===== src/rtl/demux_pkg.sv =====
// rtl/demux_pkg.sv - shared channel constants, select type and slot state encoding
package demux_pkg;

  localparam int NUM_CH = 4;
  localparam int SEL_W  = 2;

  typedef logic [SEL_W-1:0] ch_sel_t;

  typedef enum logic {
    EMPTY = 1'b0,
    FULL  = 1'b1
  } slot_state_t;

  // One-hot decode of a channel select.
  function automatic logic [NUM_CH-1:0] sel_decode(input ch_sel_t sel);
    logic [NUM_CH-1:0] onehot;
    onehot      = '0;
    onehot[sel] = 1'b1;
    return onehot;
  endfunction

endpackage


===== src/rtl/demux4_stream_if.sv =====
// rtl/demux4_stream_if.sv - input stream, four output slots and counter bus
interface demux4_stream_if #(
  parameter int DATA_W = 4,
  parameter int CNT_W  = 8
);
  import demux_pkg::*;

  logic                     in_valid;
  logic                     in_ready;
  logic [DATA_W-1:0]        in_data;
  ch_sel_t                  in_sel;
  logic [NUM_CH-1:0]        out_valid;
  logic [NUM_CH-1:0]        out_ready;
  logic [NUM_CH*DATA_W-1:0] out_data;
  logic                     clear_counts;
  logic [NUM_CH*CNT_W-1:0]  out_count;

  // master is the source/sink environment, slave is the demultiplexer.
  modport master (
    output in_valid, in_data, in_sel, out_ready, clear_counts,
    input  in_ready, out_valid, out_data, out_count
  );

  modport slave (
    input  in_valid, in_data, in_sel, out_ready, clear_counts,
    output in_ready, out_valid, out_data, out_count
  );

endinterface


===== src/rtl/demux_slot.sv =====
// rtl/demux_slot.sv - one-entry output slot with load/drain FSM and delivered counter
module demux_slot #(
  parameter int DATA_W = 4,
  parameter int CNT_W  = 8
) (
  input  logic              clk,
  input  logic              rst_n,
  input  logic              load,
  input  logic [DATA_W-1:0] load_data,
  input  logic              ready,
  input  logic              clear,
  output logic              valid,
  output logic [DATA_W-1:0] data,
  output logic [CNT_W-1:0]  count
);
  import demux_pkg::*;

  slot_state_t state;
  logic        deliver;

  assign valid   = (state == FULL);
  assign deliver = valid & ready;

  // The top only loads a full slot when it is draining the same cycle.
  always_ff @(posedge clk or negedge rst_n) begin
    if (!rst_n) begin
      state <= EMPTY;
      data  <= '0;
    end else begin
      case (state)
        EMPTY: begin
          if (load) begin
            state <= FULL;
            data  <= load_data;
          end
        end
        FULL: begin
          if (load) begin
            data <= load_data;
          end else if (ready) begin
            state <= EMPTY;
          end
        end
        default: state <= EMPTY;
      endcase
    end
  end

  always_ff @(posedge clk or negedge rst_n) begin
    if (!rst_n) begin
      count <= '0;
    end else if (clear) begin
      count <= '0;
    end else if (deliver) begin
      count <= count + CNT_W'(1);
    end
  end

endmodule


===== src/rtl/demux4_stream.sv =====
// rtl/demux4_stream.sv - registered 1-to-4 stream demultiplexer top level
module demux4_stream #(
  parameter int DATA_W = 4,
  parameter int CNT_W  = 8
) (
  input logic              clk,
  input logic              rst_n,
  demux4_stream_if.slave   bus
);
  import demux_pkg::*;

  logic                     accept;
  logic [NUM_CH-1:0]        load;
  logic [NUM_CH-1:0]        valid_v;
  logic [NUM_CH*DATA_W-1:0] data_v;
  logic [NUM_CH*CNT_W-1:0]  count_v;

  // Only the addressed channel can stall the input stream.
  assign bus.in_ready = rst_n & (~valid_v[bus.in_sel] | bus.out_ready[bus.in_sel]);
  assign accept       = bus.in_valid & bus.in_ready;
  assign load         = accept ? sel_decode(bus.in_sel) : '0;

  for (genvar k = 0; k < NUM_CH; k++) begin : g_slot
    demux_slot #(
      .DATA_W (DATA_W),
      .CNT_W  (CNT_W)
    ) u_slot (
      .clk       (clk),
      .rst_n     (rst_n),
      .load      (load[k]),
      .load_data (bus.in_data),
      .ready     (bus.out_ready[k]),
      .clear     (bus.clear_counts),
      .valid     (valid_v[k]),
      .data      (data_v[k*DATA_W +: DATA_W]),
      .count     (count_v[k*CNT_W +: CNT_W])
    );
  end

  assign bus.out_valid = valid_v;
  assign bus.out_data  = data_v;
  assign bus.out_count = count_v;

endmodule


===== src/flat_wrapper.sv =====
// flat-port wrapper written by rule: the top's interface ports become plain ports
module demux4_stream_flat import demux_pkg::*;
#(
  parameter int DATA_W = 4,
  parameter int CNT_W  = 8
)
  (clk, rst_n, bus_in_valid, bus_in_data, bus_in_sel, bus_out_ready, bus_clear_counts, bus_in_ready, bus_out_valid, bus_out_data, bus_out_count);
  demux4_stream_if #(.DATA_W(DATA_W), .CNT_W(CNT_W)) bus_i ();
  input logic clk;
  input logic rst_n;
  input wire logic [$bits(bus_i.in_valid)-1:0] bus_in_valid;
  input wire logic [$bits(bus_i.in_data)-1:0] bus_in_data;
  input wire logic [$bits(bus_i.in_sel)-1:0] bus_in_sel;
  input wire logic [$bits(bus_i.out_ready)-1:0] bus_out_ready;
  input wire logic [$bits(bus_i.clear_counts)-1:0] bus_clear_counts;
  output wire logic [$bits(bus_i.in_ready)-1:0] bus_in_ready;
  output wire logic [$bits(bus_i.out_valid)-1:0] bus_out_valid;
  output wire logic [$bits(bus_i.out_data)-1:0] bus_out_data;
  output wire logic [$bits(bus_i.out_count)-1:0] bus_out_count;
  assign bus_i.in_valid = bus_in_valid;
  assign bus_i.in_data = bus_in_data;
  assign bus_i.in_sel = bus_in_sel;
  assign bus_i.out_ready = bus_out_ready;
  assign bus_i.clear_counts = bus_clear_counts;
  assign bus_in_ready = bus_i.in_ready;
  assign bus_out_valid = bus_i.out_valid;
  assign bus_out_data = bus_i.out_data;
  assign bus_out_count = bus_i.out_count;
  demux4_stream #(.DATA_W(DATA_W), .CNT_W(CNT_W)) u_core (.clk(clk), .rst_n(rst_n), .bus(bus_i));
endmodule

===== config.mk =====
export PLATFORM = sky130hd
export DESIGN_NAME = demux4_stream_flat
export DESIGN_NICKNAME = d
export VERILOG_FILES = /design/src/rtl/demux_pkg.sv /design/src/rtl/demux4_stream_if.sv /design/src/rtl/demux_slot.sv /design/src/rtl/demux4_stream.sv /design/src/flat_wrapper.sv
export SDC_FILE = /design/constraint.sdc
export NUM_CORES = 1
export LEC_CHECK = 0
export ABC_CLOCK_PERIOD_IN_PS = 2200
export CAP_MARGIN = 20
export CELL_PAD_IN_SITES_DETAIL_PLACEMENT = 0
export CELL_PAD_IN_SITES_GLOBAL_PLACEMENT = 1
export CORE_ASPECT_RATIO = 0.6
export CORE_UTILIZATION = 36
export CTS_CLUSTER_DIAMETER = 60
export DETAILED_ROUTE_END_ITERATION = 8
export GPL_ROUTABILITY_DRIVEN = 0
export GPL_TIMING_DRIVEN = 0
export PLACE_DENSITY = 0.82
export SLEW_MARGIN = 20
export SYNTH_ARGS = -nofsm -noshare
export SYNTH_HDL_FRONTEND = slang
export SYNTH_SLANG_ARGS = --single-unit

===== constraint.sdc =====
create_clock -name clk -period 2.2 [get_ports clk]
set_input_delay 0.44 -clock clk [delete_from_list [all_inputs] [get_ports clk]]
set_output_delay 0.44 -clock clk [all_outputs]
set_load 0.02 [all_outputs]

* Yosys cells after proc, flatten, opt, wreduce, memory -nomap -nowiden
Cells that the tools add are included.
W data, S select, Z words.
** Cells by class
- $add $sub $neg :: 4
- Multiplexer cells :: 35
- Bitwise operators :: 12
- Order comparisons :: 2
- Reductions and logical operators :: 5
** Operator list (count)
- $mux W8 :: 8
- $add A8 B1 Y8 const B :: 4
- $mux W4 :: 5
- $mux W1 :: 15
- $pmux W1 S2 :: 4
- $reduce_bool A2 Y1 :: 4
- $and A1 B1 Y1 :: 6
- $not A1 Y1 :: 5
- $bmux W1 S2 :: 2
- $lt A2 B3 Y1 const B :: 1
- $demux W1 S2 :: 1
- $ge A2 B1 Y1 const B :: 1
- $logic_and A1 B1 Y1 :: 1
- $or A1 B1 Y1 :: 1
** Word-level totals
- Bits of input ports :: 14
- Bits in registers :: 52
- Word-level logic and storage cells :: 70

* Logic depth before layout (Yosys ltp)
Gate-level depths: netlist of run 1.
- Depth in word-level cells :: 9
- Gate-level depth with buffers :: 4
- Gate-level depth less buffers :: 4

* Hierarchy
Synthesis of run 1 repeated with hierarchy kept, for this count alone.
** Unflattened totals
- Cell total of the unflattened synthesis :: 223
- Area, all modules :: 2406.1 um2
** By module, submodules not included
- demux_slot :: seq. area each 325.3 um2, instances 4, area an instance 574.3 um2, cells an instance 51
- demux4_stream :: seq. area each 0.0 um2, instances 1, area an instance 108.9 um2, cells an instance 19

* Least setup slack after synthesis of run 1
OpenSTA, ideal clock, no wires.
- Path type :: input -> output
- Start point :: input port bus_out_ready[1]
- End point :: output port bus_in_ready
- Setup slack :: 0.431 ns
- Stages :: 3
- Arrival time :: 1.329 ns
- Data required time :: 1.760 ns
- Cell sequence :: or2b_1 > mux4_2 > and2_1
** On the way
- Cells in the longest elaborated chain, start to end :: 4
** Ends and longest elaborated chain
- start, declared :: line flat_wrapper.sv:14 : input wire logic [$bits(bus_i.out_ready)-1:0] bus_out_ready;
- $bmux W1 S2 :: line demux4_stream.sv:19 : assign bus.in_ready = rst_n & (~valid_v[bus.in_sel] | bus.out_ready[bus.in_sel]);
- $mux W1 (implied by the code) :: line demux4_stream.sv:19
- $or A1 B1 Y1 :: line demux4_stream.sv:19
- $and A1 B1 Y1 :: line demux4_stream.sv:19
- end, declared :: line flat_wrapper.sv:16 : output wire logic [$bits(bus_i.in_ready)-1:0] bus_in_ready;
Every way passes these cells. The select of a mux whose other input is x is not followed.

* Worst setup path in the final report of run 1
- Start point :: input port bus_out_ready[0]
- End point :: output port bus_in_ready
Same word-level chain as after synthesis.

==> flow_summary.yaml, run 1 <==
run_status:
  status: "completed"
synth:
  synth_area_per_cell_sq_um: 10.8
  synthFlopType: "dfrtp_1"
  synth_top_cell_by_area: "dfrtp_1"
  syn_nets: 241
  synth_cells: 223
  synth_most_common_cell: "dfrtp_1"
  yosysWarnings: 0
  ys_ff_latch: 52
  synthArstFlopShare_pct: 100
  netlist_area_sq_um: 2410
  ys_seq_area_share_pct: 54.0
  yosysTopAreaCellShare_pct: 54.0
  synth_edf_count: 0
  synthTopCellsByArea: "dfrtp_1 (54%), mux2_2 (7.9%), a21oi_1 (4.8%), or3_1 (3.1%), nand3_1 (2.9%)"
  synthTopCellsByCount: "dfrtp_1 (52), a21oi_1 (23), mux2_2 (17), nand2_1 (14), nand3_1 (14)"
  synthDistinctLibCells: 28
critical_path:
  crit_buf_inv: 2
  end_kind: "output port"
  path_cells: "dlygate4sd2_1, nand2b_1, mux4_2, and2_1, buf_2"
  critPathMaxStageDelay_ps: 440
  cpMaxStageDelayCell: "mux4_2"
  critical_path_arrival_ps: 1680
  cp_top_family: "buffers and inverters"
  critPathMaxFanout: 7
  regToRegEndpoint: "u_core.g_slot[0].u_slot.data[3]"
  r2r-start: "u_core.g_slot[0].u_slot.valid"
  criticalPathCategory: "input port to output port"
  critical_path_required_ps: 1760
  start_kind: "input port"
  reg2reg_slack_ps: 630
  reg2reg_depth: 3
sta:
  finClkSkew_ps: 10.9
  slew_viol_final: 0
  period_share_pct: 96.3
  setup_viol: 0
  hold_ws_ps: 163
  rsz0062_at_grt: "no"
  slew_headroom_pct: 54.6
  tns_ps: 0
  min_period_ps: 2120
  worst_pin_slew_ps: 681
  finalHoldViolations: 0
  fmax_mhz: 472
place:
  place_area_sq_um: 3160
  dp_cells: 372
  port_buffers: 65
  dp_hpwl_um: 4100
drt:
  dr.pass1.iters: 4
  drt_iter0_markers: 69
  viasPerCell: 5.17
  drcViolationCount: 0
  wl_per_cell_um: 14.6
  routed_wl_um: 5570
  route.vias.total: 1979
  ant_nets: 0
finish:
  final_area_sq_um: 3270
  diodes: 0
  fin_cells: 383
  drive_gt1_share_pct: 14.7
  final_net_count: 316
  fillers: 594
  synthToLayoutAreaGrowth_pct: 35.8
  fin_util_pct: 52.2
clock_tree:
  cts.sinks: 52
  clock-root-buffer: "clkbuf_8"
  cts_tree: "built"
  clk_pin_slew_ps: 100
  clk_latency_ps: 300
  h-tree-depth: 2
  cts_buffers: 5
  cts_buffer_depth: 2
power:
  intPower_mw: 1.50
  p_sw_mw: 0.561
  swShare_pct: 27.2
  power.share.clock_pct: 27.4
  power_frac_comb_pct: 20.4
  p_seq_share_pct: 52.2
  power.density_nw_per_um2: 629
  ir_drop_mv: 0.364
  leakage_nw: 1.31
global_routing:
  grt_antenna_before_repair: 0
  grt_overflow: 0
  grt_util_all_layers_pct: 17.3
  grt_pass1_vias: 1935
  grt_pass1_wl_um: 9380
  grt_max_degree: 57
floorplanning:
  core_area_sq_um: 6280
  boundaryPins: 67
  start_util_pct: 38.4
  rows: 22
  die_w_um: 108
  die_y_um: 65.4
  dieArea_sq_um: 7040
min_path:
  hp-class: "input port to async pin"
run:
  cap_violations: 0
stage by stage:
step	power, mW	setup WS (ps)
finish	2.06	80.6
global route	2.16	16.8
CTS	2.09	10.7
detailed placement	1.52	-637
global placement	1.51	-1920
floorplan	1.28	431
layout make-up:
cell class | instances | area, sq um | share of cell area (%)
Timing Repair Buffer | 68 | 652 | 19.9
Tap cell | 84 | 105 | 3.21
Clock inverter | 1 | 7.51 | 0.229
Buffer | 8 | 45.0 | 1.38
Multi-Input combinational cell | 154 | 1040 | 31.7
Clock buffer | 7 | 86.3 | 2.64
Inverter | 9 | 33.8 | 1.03
Sequential cell | 52 | 1310 | 39.9
placed cells by master (no fill, tap or decap), types with 10 or more instances in the layout:
cell / n
o21ai_0: 13
nand4_1: 10
nand3_1: 14
or3_1: 12
nand2_1: 14
a21oi_1: 23
clkdlybuf4s50_1: 58
mux2_2: 17
dfrtp_1: 49
worst reg2reg max path: cells and delay by family (launching register included):
kind,cells,cell delay (ps)
and+or+nand+nor,2,590
DFF,1,470
muxes,1,390
worst max path at each step:
stage / cells after the start / end / startpoint
final: 5 / bus_in_ready / bus_out_ready[0]
after global routing: 4 / bus_in_ready / u_core.g_slot[2].u_slot.valid
after CTS: 5 / bus_in_ready / bus_out_ready[1]
after detailed placement: 5 / bus_in_ready / bus_out_ready[1]
after global placement: 3 / bus_in_ready / rst_n
after floorplan: 3 / bus_in_ready / bus_out_ready[1]
sequential cells by signal, summed over array words and instances, names as in the netlist:
register                    count
u_core.g_slot.u_slot.valid      4
u_core.g_slot.u_slot.count     32
u_core.g_slot.u_slot.data      16
kinds of logic (layout without fill, tap and decap cells):
| family | after synthesis | in the layout | synth area share [%] |
|---|---|---|---|
| AO/OA/AOI/OAI | 43 | 43 | 9.65 |
| XOR/XNOR | 8 | 8 | 2.91 |
| adder cells (fa/ha/maj) | 4 | 4 | 2.08 |
| buffers and inverters | 17 | 93 | 3.27 |
| flip-flops | 52 | 52 | 54.0 |
| multiplexers | 18 | 18 | 8.87 |
| AND/OR/NAND/NOR | 81 | 81 | 19.3 |
power groups by stage:
stage	registers, mW	logic (mW)	clock network (mW)
after floorplan	1.18	0.108	0
after global placement	1.09	0.418	0
after detailed placement	1.10	0.422	0
after CTS	1.08	0.427	0.586
after global routing	1.09	0.447	0.628
final	1.08	0.420	0.564
timing repair:
action | in CTS | in global routing
gates resized for setup | 14 | 3
hold buffers | 0 | 0
buffers inserted | 3 | 0
endpoints found under the setup margin | 1 | 1
metal layers:
| layer | part of all wire (%) | up-vias | GRT usage (%) |
|---|---|---|---|
| li1 | - | 955 | - |
| met1 | 52 | 964 | 25.4 |
| met2 | 41 | 52 | 25.3 |
| met3 | 5.1 | 8 | 4.37 |
| met4 | 0.91 | 0 | 4.62 |
| met5 | 0 | - | 0 |
No activity file was read; power rests on OpenSTA's default activity.
==> inputs of run 2 (changes only) <==
- SYNTH_HIERARCHICAL: not set -> 1
- TNS_END_PERCENT: not set -> 20
==> flow_summary.yaml, run 2 <==
run_status:
  status: "completed"
power:
  power.share.clock_pct: 25.4
  p_seq_share_pct: 53.4
  swShare_pct: 28.0
  power_frac_comb_pct: 21.2
  ir_drop_mv: 0.421
  intPower_mw: 1.46
  p_sw_mw: 0.567
  power.density_nw_per_um2: 619
  leakage_nw: 1.34
floorplanning:
  die_w_um: 108
  die_y_um: 65.3
  boundaryPins: 67
  rows: 22
  core_area_sq_um: 6280
  dieArea_sq_um: 7030
  start_util_pct: 38.3
sta:
  slew_viol_final: 0
  slew_headroom_pct: 64.3
  tns_ps: 0
  finalHoldViolations: 0
  worst_pin_slew_ps: 532
  finClkSkew_ps: 3.88
  setup_viol: 0
  setup_ws_ps: 172
  min_period_ps: 2030
  rsz0062_at_grt: "no"
  fmax_mhz: 493
  period_share_pct: 92.2
clock_tree:
  cts_tree: "built"
  clock-root-buffer: "clkbuf_8"
  cts_buffers: 5
  hold_buffers: 0
  clk_latency_ps: 300
  h-tree-depth: 2
  cts.sinks: 52
  cts_buffer_depth: 2
  clk_pin_slew_ps: 90
synth:
  netlist_area_sq_um: 2410
  synth_top_cell_by_area: "dfrtp_1"
  synthArstFlopShare_pct: 100
  synth_cells: 223
  yosysWarnings: 6
  synthFlopType: "dfrtp_1"
  yosysTopAreaCellShare_pct: 54.1
  ys_seq_area_share_pct: 54.1
  synth_most_common_cell: "dfrtp_1"
  synth_area_per_cell_sq_um: 10.8
  syn_nets: 241
  synthDistinctLibCells: 26
  ys_ff_latch: 52
  synth_edf_count: 0
  synthTopCellsByCount: "dfrtp_1 (52), a21oi_1 (24), nand3_1 (17), mux2_2 (16), o21ai_0 (15)"
  synthTopCellsByArea: "dfrtp_1 (54%), mux2_2 (7.5%), a21oi_1 (5.0%), nand3_1 (3.5%), o21ai_0 (3.1%)"
finish:
  largest_reg_flops: 32
  final_area_sq_um: 3270
  fin_cells: 379
  fin_util_pct: 52.2
  final_net_count: 313
  regMostFlops: "u_core/g_slot.u_slot/count"
  diodes: 0
  drive_gt1_share_pct: 13.2
  layout_common_cells: "clkdlybuf4s50_1 (57), dfrtp_1 (52), a21oi_1 (24)"
  final_common_cell: "clkdlybuf4s50_1"
  synthToLayoutAreaGrowth_pct: 36.1
global_routing:
  grt_pass1_vias: 1843
  grt_max_degree: 56
  grt_util_all_layers_pct: 17.4
  use_met3_pct: 6.85
  grt_util_met2_pct: 24.0
  grt_pass1_wl_um: 9390
  grt_overflow: 0
  top_usage_layer: "met1"
  grt_antenna_before_repair: 0
  grtUsageMet1_pct: 25.4
drt:
  dr.pass1.iters: 4
  drcViolationCount: 0
  ant_nets: 0
  route.vias.total: 1969
  routed_wl_um: 5780
  drt_iter0_markers: 75
  viasPerCell: 5.20
  wl_per_cell_um: 15.2
place:
  dp_slack_ps: -443
  dp_cells: 372
  port_buffers: 65
  dp_hpwl_um: 4100
  place_area_sq_um: 3170
critical_path:
  reg2reg_slack_ps: 570
  critical_path_required_ps: 1760
  critPathMaxStageDelay_ps: 330
  cpMaxStageDelayCell: "dlygate4sd2_1"
  critPathMaxFanout: 8
  crit_buf_inv: 2
  start_kind: "input port"
  critical_path_arrival_ps: 1590
  criticalPathCategory: "input port to output port"
  end_kind: "output port"
  cp_top_family: "buffers and inverters"
  path_cells: "dlygate4sd2_1, and3b_1, o21ai_0, and3_1, clkdlybuf4s15_2"
min_path:
  hp-class: "input port to async pin"
run:
  cap_violations: 0
==> run 2: routing by layer <==
layer	wire, um	vias to the layer above	part of all wire (%)
met5	0	-	0
met4	26	0	0.45
met3	483	4	8.4
met2	2310	51	40
met1	2950	951	51
li1	-	963	-
==> run 2: path summary, 6_finish.rpt <==
check	start	end	cells past startpoint
min reg2reg	u_core/g_slot[3].u_slot/data[0]	u_core/g_slot[3].u_slot/data[0]	1
min	rst_n	u_core/g_slot[1].u_slot/count[6]	1
max	bus_in_sel[0]	bus_in_ready	5
max in group asynchronous	rst_n	u_core/g_slot[1].u_slot/count[1]	1
min in group clk	bus_clear_counts	u_core/g_slot[2].u_slot/count[4]	2
max reg2reg	u_core/g_slot[0].u_slot/valid	u_core/g_slot[0].u_slot/data[1]	2
==> run 2: worst register-to-register path, delay by kind of cell (launching register included) <==
| kind | cells | cell delay [ps] |
|---|---|---|
| AOI/OAI and AO/OA | 1 | 620 |
| DFF | 1 | 510 |
| muxes | 1 | 400 |
==> run 2: what timing repair did <==
action | CTS | global route
resized for setup | 7 | 6
setup endpoints to repair | 9 | 9
pin swaps | 0 | 0
setup buffers | 0 | 0
==> run 2: area by class of cell <==
type / instances / area, sq um
well taps: 84 / 105
clock buffers: 6 / 72.6
repair buffers: 65 / 657
clock inverters: 1 / 5.00
inverters: 11 / 41.3
multi-input cells: 156 / 1050
plain buffers: 4 / 40.0
fillers: 585 / 3000
flip-flops and latches: 52 / 1300
==> run 2: logic make-up after synthesis <==
kind of cell    share of synthesized area (%)
simple gates                             17.6
compound gates                           12.5
flops                                    54.1
mux                                      7.49
buf+inv                                  3.38
xor+xnor                                 2.91
fa+ha+maj                                2.08
==> run 2: through the flow <==
step	total power [mW]	hold WS (ps)
3_3_place_gp	1.52	489
6_report	2.03	70.5
4_1_cts	2.06	205
2_1_floorplan	1.29	144
5_1_grt	2.13	111
3_5_place_dp	1.53	496
==> run 2: power groups by stage <==
| stage | Clock (mW) | Combinational, mW | Sequential [mW] |
|---|---|---|---|
| 6_report | 0.515 | 0.431 | 1.08 |
| 5_1_grt | 0.578 | 0.458 | 1.09 |
| 4_1_cts | 0.541 | 0.433 | 1.08 |
| 3_5_place_dp | 0 | 0.432 | 1.10 |
| 3_3_place_gp | 0 | 0.428 | 1.10 |
| 2_1_floorplan | 0 | 0.0985 | 1.19 |
